### config.mk
export PLATFORM = sky130hd
export DESIGN_NAME = branch_resolve
export DESIGN_NICKNAME = d
export VERILOG_FILES = /design/src/rtl/branch_resolve_pkg.sv /design/src/rtl/branch_resolve_compare.sv /design/src/rtl/branch_resolve.sv
export SDC_FILE = /design/constraint.sdc
export NUM_CORES = 1
export LEC_CHECK = 0
export CORE_ASPECT_RATIO = 0.5
export CORE_MARGIN = 5
export CORE_UTILIZATION = 35
export DETAILED_ROUTE_END_ITERATION = 8
export HOLD_SLACK_MARGIN = 0.03
export PLACE_DENSITY = 0.55
export SLEW_MARGIN = 10
export SYNTH_ARGS = -nofsm -noshare
export SYNTH_HDL_FRONTEND = slang
export SYNTH_SLANG_ARGS = --single-unit
### constraint.sdc
create_clock -name clk -period 3.7 [get_ports clk]
set_input_delay 0.37 -clock clk [delete_from_list [all_inputs] [get_ports clk]]
set_output_delay 0.37 -clock clk [all_outputs]
set_load 0.02 [all_outputs]
### src/rtl/branch_resolve_pkg.sv
// ============================================================================
// branch_resolve_pkg : shared types and constants for the branch resolution unit
// Rev 1.0
// ============================================================================
`default_nettype none

package branch_resolve_pkg;

  // RISC-V funct3-style codes; the unsigned variants are selected by unsigned_cmp
  typedef enum logic [2:0] {
    BR_EQ = 3'd0,
    BR_NE = 3'd1,
    BR_LT = 3'd4,
    BR_GE = 3'd5
  } branch_cond_t;

  typedef struct packed {
    branch_cond_t branch_cond;
    logic         unsigned_cmp;
    logic         is_jump;
    logic         is_jalr;
  } branch_resolve_op_t;

  localparam int unsigned INSN_BYTES = 4;

endpackage

`default_nettype wire

### src/rtl/branch_resolve_compare.sv
// ============================================================================
// branch_compare_xlen : combinational branch condition evaluator
// Rev 1.0
// ============================================================================
`default_nettype none

module branch_compare_xlen
  import branch_resolve_pkg::*;
#(
  parameter int XLEN = 32
) (
  input  logic [XLEN-1:0] rs1,
  input  logic [XLEN-1:0] rs2,
  input  branch_cond_t    branch_cond,
  input  logic            unsigned_cmp,
  output logic            taken
);

  logic w_eq;
  logic w_lt;

  assign w_eq = (rs1 == rs2);
  assign w_lt = unsigned_cmp ? (rs1 < rs2) : ($signed(rs1) < $signed(rs2));

  // Unassigned encodings resolve to not-taken
  always_comb begin
    taken = 1'b0;
    case (branch_cond)
      BR_EQ:   taken = w_eq;
      BR_NE:   taken = !w_eq;
      BR_LT:   taken = w_lt;
      BR_GE:   taken = !w_lt;
      default: taken = 1'b0;
    endcase
  end

endmodule

`default_nettype wire

### src/rtl/branch_resolve.sv
// ============================================================================
// branch_resolve : two-stage branch resolution with mispredict detection;
//                  optional handshake statistics under BRANCH_RESOLVE_STATS_EN
// Rev 1.0
// ============================================================================
`default_nettype none

module branch_resolve
  import branch_resolve_pkg::*;
#(
  parameter int XLEN   = 32,
  parameter int TAG_W  = 4,
  parameter int STAT_W = 16
) (
  input  logic               clk,
  input  logic               rst_n,
  input  logic               flush,
  input  logic               in_valid,
  output logic               in_ready,
  input  logic [XLEN-1:0]    in_rs1,
  input  logic [XLEN-1:0]    in_rs2,
  input  logic [XLEN-1:0]    in_pc,
  input  logic [XLEN-1:0]    in_imm,
  input  branch_resolve_op_t in_op,
  input  logic               in_pred_taken,
  input  logic [XLEN-1:0]    in_pred_target,
  input  logic [TAG_W-1:0]   in_tag,
  output logic               out_valid,
  input  logic               out_ready,
  output logic               out_taken,
  output logic [XLEN-1:0]    out_next_pc,
  output logic [XLEN-1:0]    out_link,
  output logic               out_mispredict,
  output logic               out_misalign,
  output logic [TAG_W-1:0]   out_tag
`ifdef BRANCH_RESOLVE_STATS_EN
  ,
  output logic [STAT_W-1:0]  stat_branches,
  output logic [STAT_W-1:0]  stat_mispredicts
`endif
);

  localparam logic [XLEN-1:0] c_insn_bytes = XLEN'(INSN_BYTES);
  localparam logic [XLEN-1:0] c_jalr_mask  = {{(XLEN-1){1'b1}}, 1'b0};

  if (XLEN < 8 || STAT_W < 1) begin : g_param_check
    $error("branch_resolve: XLEN must be >= 8 and STAT_W >= 1");
  end

  // --------------------------------------------------------------------------
  // Handshake
  // --------------------------------------------------------------------------
  logic w_s2_adv;
  logic w_accept;
  logic r_s1_valid;
  logic r_s2_valid;

  assign w_s2_adv = !r_s2_valid || out_ready;
  assign in_ready = !flush && (!r_s1_valid || w_s2_adv);
  assign w_accept = in_valid && in_ready;

  // --------------------------------------------------------------------------
  // S1: captured request
  // --------------------------------------------------------------------------
  logic [XLEN-1:0]    r_s1_rs1;
  logic [XLEN-1:0]    r_s1_rs2;
  logic [XLEN-1:0]    r_s1_pc;
  logic [XLEN-1:0]    r_s1_imm;
  branch_resolve_op_t r_s1_op;
  logic               r_s1_pred_taken;
  logic [XLEN-1:0]    r_s1_pred_target;
  logic [TAG_W-1:0]   r_s1_tag;

  always_ff @(posedge clk or negedge rst_n) begin
    if (!rst_n) begin
      r_s1_valid       <= 1'b0;
      r_s1_rs1         <= '0;
      r_s1_rs2         <= '0;
      r_s1_pc          <= '0;
      r_s1_imm         <= '0;
      r_s1_op          <= '0;
      r_s1_pred_taken  <= 1'b0;
      r_s1_pred_target <= '0;
      r_s1_tag         <= '0;
    end else begin
      if (flush) begin
        r_s1_valid <= 1'b0;
      end else if (w_accept) begin
        r_s1_valid <= 1'b1;
      end else if (w_s2_adv) begin
        r_s1_valid <= 1'b0;
      end
      if (w_accept) begin
        r_s1_rs1         <= in_rs1;
        r_s1_rs2         <= in_rs2;
        r_s1_pc          <= in_pc;
        r_s1_imm         <= in_imm;
        r_s1_op          <= in_op;
        r_s1_pred_taken  <= in_pred_taken;
        r_s1_pred_target <= in_pred_target;
        r_s1_tag         <= in_tag;
      end
    end
  end

  // --------------------------------------------------------------------------
  // S1 -> S2: condition, targets, mispredict
  // --------------------------------------------------------------------------
  logic            w_cmp_taken;
  logic            w_taken;
  logic [XLEN-1:0] w_seq_pc;
  logic [XLEN-1:0] w_br_target;
  logic [XLEN-1:0] w_jalr_target;
  logic [XLEN-1:0] w_target;
  logic [XLEN-1:0] w_next_pc;
  logic [XLEN-1:0] w_pred_next;
  logic            w_mispredict;
  logic            w_misalign;

  branch_compare_xlen #(
    .XLEN (XLEN)
  ) u_compare (
    .rs1          (r_s1_rs1),
    .rs2          (r_s1_rs2),
    .branch_cond  (r_s1_op.branch_cond),
    .unsigned_cmp (r_s1_op.unsigned_cmp),
    .taken        (w_cmp_taken)
  );

  assign w_taken       = r_s1_op.is_jump || w_cmp_taken;
  assign w_seq_pc      = r_s1_pc + c_insn_bytes;
  assign w_br_target   = r_s1_pc + r_s1_imm;
  assign w_jalr_target = (r_s1_rs1 + r_s1_imm) & c_jalr_mask;
  assign w_target      = r_s1_op.is_jalr ? w_jalr_target : w_br_target;
  assign w_next_pc     = w_taken ? w_target : w_seq_pc;
  assign w_pred_next   = r_s1_pred_taken ? r_s1_pred_target : w_seq_pc;
  assign w_mispredict  = (w_pred_next != w_next_pc);
  assign w_misalign    = w_taken && w_next_pc[1];

  // --------------------------------------------------------------------------
  // S2: result register, held while the consumer stalls
  // --------------------------------------------------------------------------
  logic             r_s2_taken;
  logic [XLEN-1:0]  r_s2_next_pc;
  logic [XLEN-1:0]  r_s2_link;
  logic             r_s2_mispredict;
  logic             r_s2_misalign;
  logic [TAG_W-1:0] r_s2_tag;

  always_ff @(posedge clk or negedge rst_n) begin
    if (!rst_n) begin
      r_s2_valid      <= 1'b0;
      r_s2_taken      <= 1'b0;
      r_s2_next_pc    <= '0;
      r_s2_link       <= '0;
      r_s2_mispredict <= 1'b0;
      r_s2_misalign   <= 1'b0;
      r_s2_tag        <= '0;
    end else begin
      if (flush) begin
        r_s2_valid <= 1'b0;
      end else if (w_s2_adv) begin
        r_s2_valid <= r_s1_valid;
      end
      if (!flush && w_s2_adv && r_s1_valid) begin
        r_s2_taken      <= w_taken;
        r_s2_next_pc    <= w_next_pc;
        r_s2_link       <= w_seq_pc;
        r_s2_mispredict <= w_mispredict;
        r_s2_misalign   <= w_misalign;
        r_s2_tag        <= r_s1_tag;
      end
    end
  end

  assign out_valid      = r_s2_valid;
  assign out_taken      = r_s2_taken;
  assign out_next_pc    = r_s2_next_pc;
  assign out_link       = r_s2_link;
  assign out_mispredict = r_s2_mispredict;
  assign out_misalign   = r_s2_misalign;
  assign out_tag        = r_s2_tag;

  // --------------------------------------------------------------------------
  // Statistics
  // --------------------------------------------------------------------------
`ifdef BRANCH_RESOLVE_STATS_EN
  logic              w_out_fire;
  logic [STAT_W-1:0] r_stat_branches;
  logic [STAT_W-1:0] r_stat_mispredicts;

  // A handshake in a flush cycle still counts as delivered
  assign w_out_fire = r_s2_valid && out_ready;

  always_ff @(posedge clk or negedge rst_n) begin
    if (!rst_n) begin
      r_stat_branches    <= '0;
      r_stat_mispredicts <= '0;
    end else if (w_out_fire) begin
      if (r_stat_branches != '1) begin
        r_stat_branches <= r_stat_branches + 1'b1;
      end
      if (r_s2_mispredict && (r_stat_mispredicts != '1)) begin
        r_stat_mispredicts <= r_stat_mispredicts + 1'b1;
      end
    end
  end

  assign stat_branches    = r_stat_branches;
  assign stat_mispredicts = r_stat_mispredicts;
`else
  // Counters compiled out; the statistics ports do not exist in this build.
`endif

endmodule

`default_nettype wire

==> impl_metrics.toml, run 1 <==
[grt]
grt_use_met3_pct = 3.18
grt_max_degree = 103
grt_pass1_vias = 14500
grtUsageMet2_pct = 34.0
grt.total_usage_pct = 21.8
grt_use_met1_pct = 32.8
grt_most_used_layer = "met2"
grt_first_pass_wirelength_um = 86700
grt-ovfl-total = 0
antenna_found_initial = 1

[clock_tree]
htree_levels = 1
clk_transition_reported_paths_ps = 70
cts.sinks = 244
clock_latency_ps = 580
cts_buffers = 26
clock_path_buffers = 3
root_buffer = "clkbuf_16"
cts_tree = "done"

[synth]
synth_area_mm2 = 0.0160
synth_nets = 1959
synthTopCellsByArea = "dfrtp_1, mux2_2, ha_1"
yosys_register_bits = 244
synth.most_common_cell = "dfrtp_1"
async_flop_share_pct = 100
synthXorXnorAreaFrac_pct = 6.12
synthTopCellsByCount = "dfrtp_1, nand2_1, mux2_2, o21ai_0, a21oi_1"
synth_top_family_by_area = "compound AO/OA/AOI/OAI gates"
synthSimpleGateAreaFrac_pct = 15.2
synth_area_per_cell_um2 = 9.50
synth.largest_area_cell = "dfrtp_1"
synth-warning-count = 0
seq_area_frac_synth_pct = 38.1
muxShareOfSynthArea_pct = 13.7
synth-compound-area-share_pct = 16.2
yosysTopAreaCellShare_pct = 38.1
yosysUniqueCellTypes = 83
synthCells = 1687
ys.flop_type = "dfrtp_1"
synth_edf_count = 0
synth_adder_area_share_pct = 7.59

[layout]
drive_above_1_share_pct = 29.0
fin_area_mm2 = 0.0230
fin_util_pct = 50.9
diodes = 0
nFillCells = 4123
seqCellArea_mm2 = 0.00611
synthToLayoutAreaGrowth_pct = 43.5
multi_input_comb_area_mm2 = 0.00992
nNetsFinal = 2503

[route]
wirelength_um = 57100
ant_nets = 0
wl_per_cell_um = 20.1
firstDrtPassIters = 7
drcViolationCount = 0
vias = 14900
via_per_inst = 5.22
drt_first_iter_violations = 1116

[die]
dieWidth_um = 313
io_pins = 249
die-area_mm2 = 0.0504
floorplan.core_area_mm2 = 0.0452
start_util_pct = 35.5
die_h_um = 161
rows = 55

[timing]
relSlewSlack_pct = 32.8
fin_ws_ps = -182
rsz0062_at_grt = "yes"
period_needed_ps = 3880
fin_crit_sh_pct = 105
max_freq_ghz = 0.258
holdWs_ps = 317
skew_ps = 36.9
setup_violations = 1
final_max_slew_viol_count = 0
hold_viol_final = 0
worst_pin_slew_ps = 998

[worst_setup_path]
rrSetupSlack_ps = -180
endpoint_kind = "flop"
cp_data_arrival_time_ps = 4310
critical_path.cell_chain = "ha_2 -> fa_2 -> a211oi_4 -> buf_4 -> buf_4 -> o211ai_1 -> a31oi_1 -> nor3_2 -> xnor2_1 -> or4_4 -> nor3_2 -> a21oi_1 -> a32oi_1 -> nand4_1 -> a2111oi_2 -> a41oi_1"
crit_slowest_cell = "or4_4"
cp.required_ps = 4130
reg2reg_to = "out_mispredict"
criticalPathCategory = "reg2reg"
critPathMaxFanout = 3
r2r_start = "r_s1_pc[0]"
worstRegToRegCells = 16
critPathLaunchType = "flop"
critical-path-max-stage-delay_ps = 550

[hold_path]
hp-class = "in2async"

[job]
cap_violations = 0

[placement]
dpl.hpwl_um = 45300
port_buffers = 248
gp_congestion = 0.915
dpl_cell_area_mm2 = 0.0214

[power]
p_leak_nw = 10.2
powerDensity_mw_per_mm2 = 610
vdd_drop_max_v = 0.000288

[run_status]
outcome = "finished, violations left"
violations = "setup timing"
==> state kept, by name, summed over array words and instances, names as in the netlist <==
register          cells
out_mispredict        1
r_s1_op               6
out_misalign          1
r_s1_pred_taken       1
out_valid             1
out_next_pc          32
r_s1_imm             32
out_taken             1
r_s1_pc              32
r_s1_rs2             32
r_s1_rs1             32
r_s1_valid            1
r_s1_pred_target     32
r_s1_tag              4
out_link             32
out_tag               4
==> routing by layer <==
layer,vias to the layer above,part of all wire (%)
met1,7188,49
met4,0,1.9
met3,63,5.4
met2,398,44
li1,7221,-
met5,-,0
==> stage by stage <==
step	total power [mW]	setup WS [ps]	TNS, ps	instances
floorplan	7.24	75.9	0	1687
global placement	10.7	-413	-413	2773
detailed placement	10.8	-437	-437	2773
CTS	14.0	-48.3	-48.3	2846
global route	14.8	-247	-247	2847
finish	14.0	-182	-182	2847
==> logic make-up after synthesis <==
kind of cell,Yosys count
and+or+nand+nor,507
adders and majority gates,96
DFF,244
AOI/OAI and AO/OA,400
xor gates and xnor gates,112
muxes,198
buffers and inverters,130
==> layout by cell type, fill, tap and decap left out, types with 23 or more instances in the layout <==
cell type	instances
clkdlybuf4s50_1	247
clkbuf_16	26
nor3_1	24
inv_1	57
a21oi_1	102
nor2_1	107
xor2_1	46
o21ai_0	101
a21o_1	25
dfrtp_1	239
mux2i_1	23
nand3_1	31
ha_1	83
mux2_2	173
nand4_1	26
nand2_1	201
buf_4	331
xnor2_1	61
==> area by class of cell <==
class,count,share of cell area (%)
clock buffers,34,3.09
clock inverters,12,0.691
inverters,57,0.930
multi-input cells,1313,43.1
flip-flops and latches,244,26.6
well taps,598,3.25
repair buffers,589,22.4
==> power breakdown <==
part,leakage [nW],switching [mW],internal [mW]
combinational,6.83,3.88,3.74
clock,0.422,1.18,1.57
sequential,2.91,0.478,3.20
==> worst max-delay path, delay by kind of cell, from the launching register on <==
family / cells / cell delay (ps)
AOI/OAI and AO/OA: 7 / 1310
adders and majority gates: 2 / 630
xor gates and xnor gates: 1 / 140
and+or+nand+nor: 4 / 970
buffers and inverters: 2 / 260
DFF: 1 / 400
==> what timing repair did <==
item                       CTS  global route
hold buffers                 1             0
gates resized for setup     85             9
setup endpoints to repair    1             1
hold endpoints to repair    58             0
pin swaps                   51             5
setup buffers               28             1
==> worst max path at each step <==
stage	from	end	slack, ps	depth (start not counted)
final	r_s1_pc[0]	out_mispredict	-180	16
after floorplan	r_s1_pc[0]	out_mispredict	80	14
after global routing	r_s1_pc[0]	out_mispredict	-250	17
after detailed placement	r_s1_imm[0]	out_mispredict	-440	16
after global placement	r_s1_imm[0]	out_mispredict	-410	16
after CTS	r_s1_imm[1]	out_mispredict	-50	13
No activity file was read; power rests on OpenSTA's default activity.
==> inputs of run 2 (changes only) <==
--- a/config.mk
+++ b/config.mk
@@ -9,6 +9,7 @@
 export CORE_MARGIN = 5
 export CORE_UTILIZATION = 35
 export DETAILED_ROUTE_END_ITERATION = 8
+export GPL_TIMING_DRIVEN = 1
 export HOLD_SLACK_MARGIN = 0.03
 export PLACE_DENSITY = 0.55
 export SLEW_MARGIN = 10
==> results of run 2 <==
The final DEF is identical to that of run 1; final timing and power are the same.
